## src/rtl/multicycle_main_ctrl.sv

```systemverilog
// ----------------------------------------------------------------------------
// multicycle_main_ctrl
//
// Main control FSM for a multicycle MIPS datapath. It sequences each instruction
// through fetch, decode, execute, memory and writeback, and drives the datapath
// enables, the mux selects and the ALUOp code consumed by the ALU controller.
// The FSM waits in the memory-access states until mem_ready_i is high.
//
// Optional feature (compile-time macro):
//   JUMP_EN  - when defined, OP_J is decoded into a JUMP state that writes the
//              PC from the jump target. When undefined, OP_J is an illegal
//              opcode, the JUMP state does not exist and pc_source_o never
//              selects the jump target.
//
// Ports:
//   clk_i            clock, rising edge
//   rst_i            synchronous reset, active-high
//   op_i             opcode IR[31:26], sampled in DECODE
//   mem_ready_i      memory done this cycle (read data valid / write accepted)
//   pc_write_o       unconditional PC write
//   pc_write_cond_o  PC write if ALU zero
//   iord_o           memory address select: 0=PC 1=ALUOut
//   mem_read_o       memory read strobe
//   mem_write_o      memory write strobe
//   ir_write_o       load instruction register
//   mem_to_reg_o     regfile write data: 1=MDR 0=ALUOut
//   reg_dst_o        regfile write address: 1=rd 0=rt
//   reg_write_o      regfile write enable
//   alu_src_a_o      ALU A: 0=PC 1=rs
//   alu_src_b_o      ALU B: 00=rt 01=4 10=imm 11=imm<<2
//   pc_source_o      PC source: 00=ALU 01=ALUOut 10=jump target
//   ALUOp_o          000 R-type, 001 add, 010 sub (beq), 011 addi, 100 slti
//   illegal_o        one-cycle pulse in DECODE on an unsupported opcode
//   state_o          current state code (debug)
// ----------------------------------------------------------------------------
module multicycle_main_ctrl #(
    parameter logic [5:0] OP_RTYPE = 6'h00,
    parameter logic [5:0] OP_LW    = 6'h23,
    parameter logic [5:0] OP_SW    = 6'h2B,
    parameter logic [5:0] OP_BEQ   = 6'h04,
    parameter logic [5:0] OP_ADDI  = 6'h08,
    parameter logic [5:0] OP_SLTI  = 6'h0A,
    parameter logic [5:0] OP_J     = 6'h02
) (
    input  logic       clk_i,
    input  logic       rst_i,
    input  logic [5:0] op_i,
    input  logic       mem_ready_i,
    output logic       pc_write_o,
    output logic       pc_write_cond_o,
    output logic       iord_o,
    output logic       mem_read_o,
    output logic       mem_write_o,
    output logic       ir_write_o,
    output logic       mem_to_reg_o,
    output logic       reg_dst_o,
    output logic       reg_write_o,
    output logic       alu_src_a_o,
    output logic [1:0] alu_src_b_o,
    output logic [1:0] pc_source_o,
    output logic [2:0] ALUOp_o,
    output logic       illegal_o,
    output logic [3:0] state_o
);

    typedef enum logic [3:0] {
        StFetch    = 4'd0,
        StDecode   = 4'd1,
        StMemAddr  = 4'd2,
        StMemRead  = 4'd3,
        StMemWb    = 4'd4,
        StMemWrite = 4'd5,
        StRex      = 4'd6,
        StRwb      = 4'd7,
        StBranch   = 4'd8,
        StImmEx    = 4'd9,
`ifdef JUMP_EN
        StJump     = 4'd11,
`endif
        StImmWb    = 4'd10
    } state_e;

    localparam logic [2:0] AluRtype = 3'b000;
    localparam logic [2:0] AluAdd   = 3'b001;
    localparam logic [2:0] AluSub   = 3'b010;
    localparam logic [2:0] AluAddi  = 3'b011;
    localparam logic [2:0] AluSlti  = 3'b100;

    state_e     state_q, state_d;
    logic [5:0] op_q, op_d;
    logic [2:0] imm_alu_op;

    // Immediate-class ALU code is held through IMMEX and IMMWB.
    assign imm_alu_op = (op_q == OP_SLTI) ? AluSlti : AluAddi;

    assign state_o = state_q;

    always_comb begin
        state_d         = state_q;
        op_d            = op_q;
        pc_write_o      = 1'b0;
        pc_write_cond_o = 1'b0;
        iord_o          = 1'b0;
        mem_read_o      = 1'b0;
        mem_write_o     = 1'b0;
        ir_write_o      = 1'b0;
        mem_to_reg_o    = 1'b0;
        reg_dst_o       = 1'b0;
        reg_write_o     = 1'b0;
        alu_src_a_o     = 1'b0;
        alu_src_b_o     = 2'b00;
        pc_source_o     = 2'b00;
        ALUOp_o         = AluAdd;
        illegal_o       = 1'b0;

        unique case (state_q)
            StFetch: begin
                // PC+4 is computed every fetch cycle, but IR and PC only
                // commit on the cycle the memory returns the instruction.
                mem_read_o  = 1'b1;
                alu_src_b_o = 2'b01;
                ir_write_o  = mem_ready_i;
                pc_write_o  = mem_ready_i;
                if (mem_ready_i) begin
                    state_d = StDecode;
                end
            end
            StDecode: begin
                // Precompute the branch target while the opcode is decoded.
                alu_src_b_o = 2'b11;
                op_d        = op_i;
                state_d     = StFetch;
                if (op_i == OP_RTYPE) begin
                    state_d = StRex;
                end else if (op_i == OP_LW || op_i == OP_SW) begin
                    state_d = StMemAddr;
                end else if (op_i == OP_BEQ) begin
                    state_d = StBranch;
                end else if (op_i == OP_ADDI || op_i == OP_SLTI) begin
                    state_d = StImmEx;
                end else if (op_i == OP_J) begin
`ifdef JUMP_EN
                    state_d = StJump;
`else
                    illegal_o = 1'b1;
`endif
                end else begin
                    illegal_o = 1'b1;
                end
            end
            StMemAddr: begin
                alu_src_a_o = 1'b1;
                alu_src_b_o = 2'b10;
                state_d     = (op_q == OP_LW) ? StMemRead : StMemWrite;
            end
            StMemRead: begin
                mem_read_o = 1'b1;
                iord_o     = 1'b1;
                if (mem_ready_i) begin
                    state_d = StMemWb;
                end
            end
            StMemWb: begin
                reg_write_o  = 1'b1;
                mem_to_reg_o = 1'b1;
                state_d      = StFetch;
            end
            StMemWrite: begin
                mem_write_o = 1'b1;
                iord_o      = 1'b1;
                if (mem_ready_i) begin
                    state_d = StFetch;
                end
            end
            StRex: begin
                alu_src_a_o = 1'b1;
                ALUOp_o     = AluRtype;
                state_d     = StRwb;
            end
            StRwb: begin
                // Keep the R-type function code on the ALU while ALUOut is written.
                reg_write_o = 1'b1;
                reg_dst_o   = 1'b1;
                ALUOp_o     = AluRtype;
                state_d     = StFetch;
            end
            StBranch: begin
                alu_src_a_o     = 1'b1;
                ALUOp_o         = AluSub;
                pc_write_cond_o = 1'b1;
                pc_source_o     = 2'b01;
                state_d         = StFetch;
            end
            StImmEx: begin
                alu_src_a_o = 1'b1;
                alu_src_b_o = 2'b10;
                ALUOp_o     = imm_alu_op;
                state_d     = StImmWb;
            end
            StImmWb: begin
                reg_write_o = 1'b1;
                ALUOp_o     = imm_alu_op;
                state_d     = StFetch;
            end
`ifdef JUMP_EN
            StJump: begin
                pc_write_o  = 1'b1;
                pc_source_o = 2'b10;
                state_d     = StFetch;
            end
`endif
            default: begin
                state_d = StFetch;
            end
        endcase

        // Reset aborts the instruction in flight: nothing may be written.
        if (rst_i) begin
            pc_write_o      = 1'b0;
            pc_write_cond_o = 1'b0;
            iord_o          = 1'b0;
            mem_read_o      = 1'b0;
            mem_write_o     = 1'b0;
            ir_write_o      = 1'b0;
            mem_to_reg_o    = 1'b0;
            reg_dst_o       = 1'b0;
            reg_write_o     = 1'b0;
            alu_src_a_o     = 1'b0;
            alu_src_b_o     = 2'b00;
            pc_source_o     = 2'b00;
            ALUOp_o         = AluAdd;
            illegal_o       = 1'b0;
        end
    end

    always_ff @(posedge clk_i) begin
        if (rst_i) begin
            state_q <= StFetch;
            op_q    <= 6'h00;
        end else begin
            state_q <= state_d;
            op_q    <= op_d;
        end
    end

endmodule

```

## config.mk

```make
export PLATFORM = sky130hd
export DESIGN_NAME = multicycle_main_ctrl
export DESIGN_NICKNAME = d
export VERILOG_FILES = /design/src/rtl/multicycle_main_ctrl.sv
export SDC_FILE = /design/constraint.sdc
export NUM_CORES = 1
export LEC_CHECK = 0
export BUFFER_PORTS_ARGS = -buffer_cell sky130_fd_sc_hd__buf_2
export CORE_UTILIZATION = 30
export CTS_BUF_LIST = sky130_fd_sc_hd__clkbuf_16
export DETAILED_ROUTE_END_ITERATION = 16
export GPL_ROUTABILITY_DRIVEN = 0
export SKIP_CTS_REPAIR_TIMING = 1
export SYNTH_ARGS = -nofsm -noshare
export SYNTH_HDL_FRONTEND = slang
export SYNTH_SLANG_ARGS = --single-unit
```

## constraint.sdc

```tcl
create_clock -name clk_i -period 4.7 [get_ports clk_i]
set_input_delay 0.705 -clock clk_i [delete_from_list [all_inputs] [get_ports clk_i]]
set_output_delay 0.705 -clock clk_i [all_outputs]
set_load 0.03 [all_outputs]
```

Yosys cells after proc, flatten, opt, wreduce, memory -nomap -nowiden --
Cells that the tools add are included.
Word-level totals: bits in registers 10, input port bits 9, output and inout port bits 22, word-level logic and storage cells 74
Cells by class: eq/ne operators 20, multiplexer cells 40, reduce and logical (&&, ||, !) cells 12
Operator list (count):
- 4-bit 2-to-1 mux | 7
- 4-bit case mux with 7 select lines | 1
- 1-bit 2-to-1 mux | 25
- 6-bit by 4-bit == test with 1-bit output (second input constant) | 3
- 6-bit == test (second input constant) | 3
- 4-bit by 3-bit == test with 1-bit output (second input constant) | 4
- 4-bit == test (second input constant) | 3
- 2-bit OR reduction | 5
- 3-bit 2-to-1 mux | 3
- 3-bit case mux with 3 select lines | 1
- 4-bit by 2-bit == test with 1-bit output (second input constant) | 2
- 6-bit by 3-bit == test with 1-bit output (second input constant) | 1
- 6-bit logical NOT | 1
- 2-bit inequality test (second input constant) | 3
- 2-bit case mux with 3 select lines | 1
- 4-bit by 1-bit == test with 1-bit output (second input constant) | 1
- 4-bit logical NOT | 1
- 2-bit 2-to-1 mux | 2
- 4-bit OR reduction | 1
- 3-bit AND reduction | 1
- 3-bit OR reduction | 1
- 1-bit logical OR | 2

Depth between registers and ports, before layout --
depth in word-level cells 8, gate-level depth with buffers 6, mapped depth without buffers 4

Worst setup path after synthesis --
Ideal clock, no wire load.
path type input -> output, start in rst_i, end out pc_source_o[0], arrival 2.190 ns, required time 3.995 ns, slack 1.805 ns, stages on the path 5, path buffers 2, cells stage by stage clkbuf_1 -> nor2_1 -> nand2_1 -> nor3_1 -> buf_4
Between the ends: longest elaborated chain between the ends 1
RTL lines:
- start: declaration | RTL line 46 | input logic rst_i,
- 2-bit 2-to-1 mux | RTL line 218 | if (rst_i) begin
- end: declaration | RTL line 60 | output logic [1:0] pc_source_o,
No other way between the ends.

Final worst setup path --
start reg op_q[1], end out ALUOp_o[2]
Between the ends: longest elaborated chain between the ends 4
RTL lines:
- start: declaration | RTL line 90 | logic [5:0] op_q, op_d;
- start signal: assignment | RTL line 242 | op_q <= op_d;
- 6-bit by 4-bit == test with 1-bit output | RTL line 94 | assign imm_alu_op = (op_q == OP_SLTI) ? AluSlti : AluAddi;
- 3-bit 2-to-1 mux | RTL line 94
- 3-bit case mux with 3 select lines | RTL line 116 | unique case (state_q)
- 3-bit 2-to-1 mux | RTL line 218
- end: declaration | RTL line 61 | output logic [2:0] ALUOp_o,
No other way between the ends.

==> results_dict.tcl <==
set metrics [dict create \
    clock_skew_ns 0.00126 \
    maxCapViolCount 0 \
    vias_per_cell 5.49 \
    grt_antenna_before_repair 0 \
    critPathMaxFanout 4 \
    die_x_um 53.9 \
    start_util_pct 32.0 \
    synth_top_cell_area_share_pct 24.8 \
    use_met3_pct 4.80 \
    drtIter0Drc 17 \
    insertedDiodeCount 0 \
    irDropWorstVdd_uv 228 \
    synthArstFlopShare_pct 0 \
    crit_path_max_incr_delay_ns 0.56 \
    wirelength_um 2110 \
    setup.worst_path.start_class "flip-flop" \
    crit_arrival_ns 1.97 \
    hp-class "flip-flop to flip-flop" \
    r2r_end "state_o[2]$_SDFFE_PP0P_" \
    max_clock_freq_mhz 374 \
    ant_nets 0 \
    cts-buffers-inserted 3 \
    grt_max_degree 21 \
    netlist_area_um2 808 \
    yosysMostFrequentCell "nand2_1" \
    first_pass_iters 4 \
    synthAdderAreaFrac_pct 1.24 \
    synth_compound_area_share_pct 21.8 \
    setup.worst_path.end "ALUOp_o[2]" \
    cts_tree "done" \
    critPathCaptureType "output pin" \
    portBuffers 29 \
    slew_viol_final 0 \
    crit_chain "or3b_4, or4b_4, a211oi_1, buf_2" \
    crit_path_start "op_q[1]$_SDFFE_PP0P_" \
    ys_ff_latch 10 \
    p_leak_nw 0.427 \
    dp_hpwl_um 1540 \
    critPathKind "flip-flop to output pin" \
    rr_worst_depth 3 \
    syn_area_per_cell_um2 6.85 \
    min_period_ns 2.67 \
    fin_util_pct 40.1 \
    busiest_layer "met2" \
    rows 18 \
    grt_setup_unrepaired "no" \
    wire_per_inst_um 12.5 \
    slowest_stage "or4b_4" \
    synth-xor-area-share_pct 1.08 \
    tns_ns 0 \
    rr_startpoint "state_o[0]$_SDFFE_PP0P_" \
    synth-main-ff-cell "dfxtp_1" \
    syn_to_final_growth_pct 25.1 \
    dieArea_mm2 0.00291 \
    h-tree-depth 1 \
    ios 31 \
    synthTopCellsByArea "dfxtp_1, nand2_1, a21oi_1, nor2_1, nand2b_1" \
    status "finished, final reports clean" \
    synth.distinct_cells 38 \
    syn_inst 118 \
    dp_cells 165 \
    cts_buffer_depth 2 \
    yosys-top-cells-count "nand2_1, nor2_1, dfxtp_1" \
    use_met2_pct 23.9 \
    synth_top_cell_by_area "dfxtp_1" \
    slew_headroom_pct 56.9 \
    synth_edf_count 0 \
    tightest_slew_ns 0.646 \
    cts_sinks 10 \
    p_per_area_mw_per_mm2 292 \
    overflow 0 \
    grt_usage_pct 15.3 \
    clk_pin_slew_ns 0.04 \
    core-area_mm2 0.00252 \
    crit_required_ns 3.99 \
    drive_gt1_share_pct 25.9 \
    drc 0 \
    globalRouteMet1Util_pct 20.5 \
    ys_seq_area_share_pct 24.8 \
    synth_top_family_by_area "simple AND/OR/NAND/NOR gates" \
    hold_violations 0 \
    finalCritPeriodShare_pct 56.8 \
    cts-root-buf "clkbuf_16" \
    instances_no_fill 169 \
    synth.area.mux_share_pct 1.24 \
    grt_first_pass_wirelength_um 3260 \
    whs_ns 0.461 \
    num_vias 928 \
    reg2reg_slack_ns 3.12 \
    fin_nets 149 \
    die_y_um 53.9 \
    fillers 285 \
    yosys_warnings 0 \
    finalSetupViolCount 0 \
    holdPathStages 2 \
    insertion_delay_ns 0.23 \
    grt_pass1_vias 730 \
    synthSimpleGateAreaFrac_pct 41.2 \
    synth_fp_nets 127 \
]
[registers in the layout, summed over array words and instances, names as in the netlist]
name     cells
op_q         6
state_o      4
[logic make-up after synthesis]
logic type / Yosys count
flip-flops: 10
adder cells (fa/ha/maj): 1
buffers and inverters: 14
other: 1
multiplexers: 1
AO/OA/AOI/OAI: 28
AND/OR/NAND/NOR: 62
XOR/XNOR: 1
[layout make-up]
type                            count  area, um^2  area share, %
Clock buffer                        3        75.1           7.43
Inverter                            2        7.51          0.743
Sequential cell                    10         200           19.8
Multi-Input combinational cell     94         542           53.6
Tap cell                           30        37.5           3.71
Timing Repair Buffer               29         145           14.4
Clock inverter                      1        3.75          0.371
[critical path: cells and delay by family (launching register included)]
kind | cells | cell delay (ns)
buffers and inverters | 1 | 0.24
and+or+nand+nor | 2 | 0.97
DFF | 1 | 0.33
AOI/OAI and AO/OA | 1 | 0.20
[through the flow]
stage | area (um^2) | power [mW] | worst slack (ns)
finish | 1010 | 0.295 | 2.03
global route | 1010 | 0.308 | 1.94
CTS | 1010 | 0.298 | 2.03
detailed placement | 932 | 0.146 | 2.05
global placement | 932 | 0.145 | 2.05
floorplan | 808 | 0.133 | 1.80
[layer usage]
metal,vias to the layer above,part of all wire [%]
li1,465,-
met1,433,46
met2,30,47
met3,0,6.7
met4,0,0
met5,-,0
[report_power, final]
group          total, mW  switching, mW  internal, mW
sequential        0.0970        0.00749        0.0896
clock              0.150         0.0385         0.111
combinational     0.0485         0.0316        0.0169
total              0.295         0.0776         0.218
[worst min path at each step]
stage                         startpoint                   end  slack [ns]
floorplan           op_q[1]$_SDFFE_PP0P_  op_q[1]$_SDFFE_PP0P_        0.43
global placement    op_q[1]$_SDFFE_PP0P_  op_q[1]$_SDFFE_PP0P_        0.44
detailed placement  op_q[2]$_SDFFE_PP0P_  op_q[2]$_SDFFE_PP0P_        0.46
CTS                 op_q[2]$_SDFFE_PP0P_  op_q[2]$_SDFFE_PP0P_        0.46
global route        op_q[2]$_SDFFE_PP0P_  op_q[2]$_SDFFE_PP0P_        0.48
finish              op_q[2]$_SDFFE_PP0P_  op_q[2]$_SDFFE_PP0P_        0.46
[cell usage in the layout, fill, tap and decap left out, types with 2 or more instances in the layout]
cell type and n:
buf_2 29, nand2_1 16, nor2_1 11, dfxtp_1 10
a21oi_1 9, nand2b_1 6, nand3_1 5, nor3_1 5
nor4_1 4, o21ai_0 4, nor3b_1 3, clkbuf_16 3
nor4b_1 2, inv_1 2, o21ai_1 2, a211oi_1 2
nor2b_1 2, nand3b_1 2, and3_1 2, a31oi_1 2
Power figures use the tool's default switching activity.
